## src/rtl/param_sync_fifo.sv

```systemverilog
// Parameterised single-clock FIFO with registered accept/reject pulses and
// occupancy-derived status flags.
// Optional feature macro: FIFO_FWFT_EN selects first-word-fall-through reads;
// when undefined, reads are registered (data_out valid one cycle after rd_en).
module param_sync_fifo #(
  parameter int FIFO_WIDTH = 16,
  parameter int FIFO_DEPTH = 8,
  parameter int AF_THRESH  = FIFO_DEPTH - 2,
  parameter int AE_THRESH  = 2
) (
  input  logic                            clk,
  input  logic                            rst,
  input  logic [FIFO_WIDTH-1:0]           data_in,
  input  logic                            wr_en,
  input  logic                            rd_en,
  output logic [FIFO_WIDTH-1:0]           data_out,
  output logic                            rd_valid,
  output logic                            wr_ack,
  output logic                            overflow,
  output logic                            underflow,
  output logic                            full,
  output logic                            empty,
  output logic                            almostfull,
  output logic                            almostempty,
  output logic [$clog2(FIFO_DEPTH+1)-1:0] count
);

  localparam int PTR_W = $clog2(FIFO_DEPTH);
  localparam int CNT_W = $clog2(FIFO_DEPTH + 1);

  // Reject illegal threshold settings at elaboration time.
  if (AF_THRESH > FIFO_DEPTH || AE_THRESH >= FIFO_DEPTH) begin : g_bad_thresh
    $error("param_sync_fifo: AF_THRESH must be <= FIFO_DEPTH and AE_THRESH < FIFO_DEPTH");
  end

  // Pointer increment with explicit wrap so non-power-of-two depths work.
  function automatic logic [PTR_W-1:0] ptr_inc(input logic [PTR_W-1:0] p);
    return (p == PTR_W'(FIFO_DEPTH - 1)) ? '0 : p + 1'b1;
  endfunction

  logic [FIFO_WIDTH-1:0] mem_q [FIFO_DEPTH];
  logic [PTR_W-1:0]      wr_ptr_q, wr_ptr_d, rd_ptr_q, rd_ptr_d;
  logic [CNT_W-1:0]      count_q, count_d;
  logic                  wr_ack_q, wr_ack_d, overflow_q, overflow_d;
  logic                  underflow_q, underflow_d;
  logic                  rd_acc, wr_acc;

  assign count       = count_q;
  assign full        = (count_q == CNT_W'(FIFO_DEPTH));
  assign empty       = (count_q == '0);
  assign almostfull  = (count_q >= CNT_W'(AF_THRESH));
  assign almostempty = (count_q != '0) && (count_q <= CNT_W'(AE_THRESH));
  assign wr_ack      = wr_ack_q;
  assign overflow    = overflow_q;
  assign underflow   = underflow_q;

  // Accept decisions, next pointers, occupancy and request pulses.
  always_comb begin
    rd_acc      = rd_en && !empty;
    // A full FIFO still takes a write when a read frees the slot this cycle.
    wr_acc      = wr_en && (!full || rd_acc);
    wr_ptr_d    = wr_acc ? ptr_inc(wr_ptr_q) : wr_ptr_q;
    rd_ptr_d    = rd_acc ? ptr_inc(rd_ptr_q) : rd_ptr_q;
    count_d     = count_q;
    case ({wr_acc, rd_acc})
      2'b10:   count_d = count_q + 1'b1;
      2'b01:   count_d = count_q - 1'b1;
      default: count_d = count_q;
    endcase
    wr_ack_d    = wr_acc;
    overflow_d  = wr_en && !wr_acc;
    underflow_d = rd_en && !rd_acc;
  end

  // Control state; reset wins over any request in the same cycle.
  always_ff @(posedge clk) begin
    if (rst) begin
      wr_ptr_q    <= '0;
      rd_ptr_q    <= '0;
      count_q     <= '0;
      wr_ack_q    <= 1'b0;
      overflow_q  <= 1'b0;
      underflow_q <= 1'b0;
    end else begin
      wr_ptr_q    <= wr_ptr_d;
      rd_ptr_q    <= rd_ptr_d;
      count_q     <= count_d;
      wr_ack_q    <= wr_ack_d;
      overflow_q  <= overflow_d;
      underflow_q <= underflow_d;
    end
  end

  // Storage array: not reset, written only on an accepted write outside reset.
  always_ff @(posedge clk) begin
    if (!rst && wr_acc) mem_q[wr_ptr_q] <= data_in;
  end

`ifdef FIFO_FWFT_EN
  // Head word is visible whenever the FIFO holds data.
  always_comb begin
    data_out = empty ? '0 : mem_q[rd_ptr_q];
    rd_valid = !empty;
  end
`else
  logic [FIFO_WIDTH-1:0] data_out_q, data_out_d;
  logic                  rd_valid_q, rd_valid_d;

  // Registered read path: capture the head word on an accepted read, else hold.
  always_comb begin
    data_out_d = rd_acc ? mem_q[rd_ptr_q] : data_out_q;
    rd_valid_d = rd_acc;
  end

  // Read data registers.
  always_ff @(posedge clk) begin
    if (rst) begin
      data_out_q <= '0;
      rd_valid_q <= 1'b0;
    end else begin
      data_out_q <= data_out_d;
      rd_valid_q <= rd_valid_d;
    end
  end

  assign data_out = data_out_q;
  assign rd_valid = rd_valid_q;
`endif

endmodule

```

## config.mk

```make
export PLATFORM = sky130hd
export DESIGN_NAME = param_sync_fifo
export DESIGN_NICKNAME = d
export VERILOG_FILES = /design/src/rtl/param_sync_fifo.sv
export SDC_FILE = /design/constraint.sdc
export NUM_CORES = 1
export LEC_CHECK = 0
export BUFFER_PORTS_ARGS = -buffer_cell sky130_fd_sc_hd__buf_4
export CORE_ASPECT_RATIO = 1.5
export CORE_UTILIZATION = 50
export CTS_CLUSTER_DIAMETER = 120
export DETAILED_ROUTE_END_ITERATION = 12
export PLACE_DENSITY = 0.68
export REMOVE_ABC_BUFFERS = 1
export SLEW_MARGIN = 10
export SYNTH_ARGS = -nofsm -noshare
export SYNTH_HDL_FRONTEND = slang
export SYNTH_SLANG_ARGS = --single-unit
```

## constraint.sdc

```tcl
create_clock -name clk -period 9 [get_ports clk]
set_input_delay 1.35 -clock clk [delete_from_list [all_inputs] [get_ports clk]]
set_output_delay 1.35 -clock clk [all_outputs]
set_load 0.02 [all_outputs]
```

==> metrics <==
pin count of the biggest net entering global routing=33; WL final=11.0 mm; via/cell ratio=5.63; Critical Path AT=1.76 ns; Worst IR Drop VDD=0.000218 V; Final Max Slew Viols=0; initial antenna violation count=0; dpl ws=5.66 ns; Hold Crit Class=flop to flop; Layout area overhead=18.3%; post-route minimum period=3.11 ns; CTS buffer count=17; routed length per instance=19.8 µm; final core occ=60.6%; Cells after Synth=334; Critical-path top delay cell=or4b_4; Placement Cell Area=6670 µm²; Post-synth ARST share=0%; synth warn=0; post-CTS setup buffers=0; CTS Hold Bufs=0; hold endpoint=data_out[9]; Buf+Inv Stages, Crit Path=2; CP peak stage delay=0.57 ns; DRC=0; share of cells above drive strength 1=32.8%; R2R cell count=8; first-pass GRT wire length=17.0 mm; flop2flop setup slack=6.40 ns; worst flop-to-flop path startpoint=count[0]; Synth area leader=edfxtp_1; All-Layer GR Usage=19.2%; worst-margin pin slew=0.769 ns; RSZ-0062 raised after global routing=no; Power Dens Cells=273 nW/µm²; Mean Syn Cell Area=18.3 µm²; worst rel slew slack=48.7%; Top delay family on crit path=simple AND/OR/NAND/NOR gates; EDFF count, synth=128; CTS H-tree depth=4; fmax=0.321 GHz; Max-Cap Viols=0; Inserted Diodes=0; number of synthesized register bits=158; vias in the first global route=3162; share of the synthesized area in the top cell type=62.8%; cell area after synthesis=6120 µm²; Layout Cell Area excl Fill=7240 µm²; Crit. End Element=output pin; Tcrit/Tclk final=34.6%; Worst Hold Depth=2; clk buf depth=2; Lkg Pwr=2.48 nW; Core Area=12000 µm²; final hold viol count=0; drt initial violations=195; CTS tree=done; Gates resized, CTS repair=0; status=finished, final reports clean; CP Launch Type=flop; die area=12700 µm²; Main synth FF type=edfxtp_1; setup ws final=5.89 ns; num rows=49; TritonRoute pass-1 iters=4; nets@finish=417; grt ovf=0; DIE HEIGHT=138 µm; Unique masters post-synth=38; CTS sink cnt=158; Root Buffer=clkbuf_16; Worst Path Max Fanout=9; vias after detailed routing=3132; Skew-Pair Late Insertion Delay=0.42 ns; Hold Path Origin=data_out[9]; DPL Wire Length=6.42 mm; post-detailed-route count of antenna-violating nets=0; Initial Util=51.2%; synth top area cells=edfxtp_1, mux4_2, dfxtp_1; Worst Clk Skew=0.00902 ns; Die X=92.4 µm; I/O Pins=48; setup TNS=0 ns; worst path cell trace=or4b_4 > inv_1 > buf_4; I/O Buffers=47; Worst-path clk slew=0.06 ns; # setup viols final=0; WP data required=7.65 ns; R2R Path End=count[3]; gpl congestion=0.713; Setup CP Type=flop to output pin; register area share after synthesis=72.6%
sequential cells by signal (all words and copies together) (netlist names):
register   flops
count          4
data_out      16
mem_q        128
overflow       1
rd_ptr_q       3
rd_valid       1
underflow      1
wr_ack         1
wr_ptr_q       3
routing by layer:
metal / wire length, µm / track usage (%) / up-vias
met3: 459 / 5.52 / 20
met1: 4470 / 22.0 / 1614
met2: 5800 / 32.4 / 75
met5: 0 / 0 / -
met4: 303 / 10.2 / 0
li1: - / - / 1423
cell families after synthesis:
group,after synthesis,synth area share [%]
AO/OA/AOI/OAI,31,3.58
XOR/XNOR,4,0.572
adder cells (fa/ha/maj),7,1.55
buffers and inverters,27,2.21
flip-flops,158,72.6
multiplexers,53,15.2
AND/OR/NAND/NOR,54,4.29
synthesized netlist by cell type (all sizes together) (4+ instances only):
cell    number
edfxtp     128
mux4        32
dfxtp       30
mux2i       20
nand2       20
o21ai       18
nor2        15
buf         14
clkbuf       8
ha           6
nor3         6
a21oi        5
inv          5
xnor2        4
cells in the final DEF, fill, tap and decap left out, types with 6 or more instances in the layout:
master | netlist | layout
nand2_1 | 20 | 20
edfxtp_1 | 128 | 128
ha_1 | 6 | 6
clkbuf_16 | 0 | 17
mux4_2 | 32 | 32
mux2i_1 | 20 | 20
buf_4 | 2 | 59
nor2_1 | 15 | 15
o21ai_0 | 16 | 16
dfxtp_1 | 30 | 29
worst min-delay path, cell delays in order, from the launching register on:
cell and delay (ns):
dfxtp_1 0.31, nand2_1 0.05, o21ai_1 0.05
area by class of cell:
type	instances	area (µm²)
clock inverters	14	145
clock buffers	18	429
repair buffers	59	443
fillers	881	4710
inverters	5	18.8
multi-input cells	149	1570
well taps	153	191
flip-flops and latches	158	4450
metrics by stage:
step                      hold WS [ns]  total power, mW  std cells
after CTS                        0.455             2.00        556
after detailed placement         0.445             1.32        524
final                            0.455             1.98        556
after floorplan                  0.505             1.17        312
after global placement           0.435             1.31        524
after global routing             0.474             2.06        556
report_power, final:
part | switching (mW) | leakage [nW] | internal [mW]
Combinational | 0.203 | 0.811 | 0.200
Clock | 0.277 | 0.264 | 0.407
Sequential | 0.0569 | 1.40 | 0.836
worst max-delay path by stage:
| stage | startpoint | endpoint | cells after the start |
|---|---|---|---|
| after floorplan | rst | mem_q[0][0] | 2 |
| final | count[3] | full | 3 |
| after global placement | rd_en | count[3] | 9 |
| after global routing | count[3] | full | 3 |
| after detailed placement | rd_en | count[3] | 9 |
| after CTS | count[3] | full | 3 |
Power figures use the tool's default switching activity.
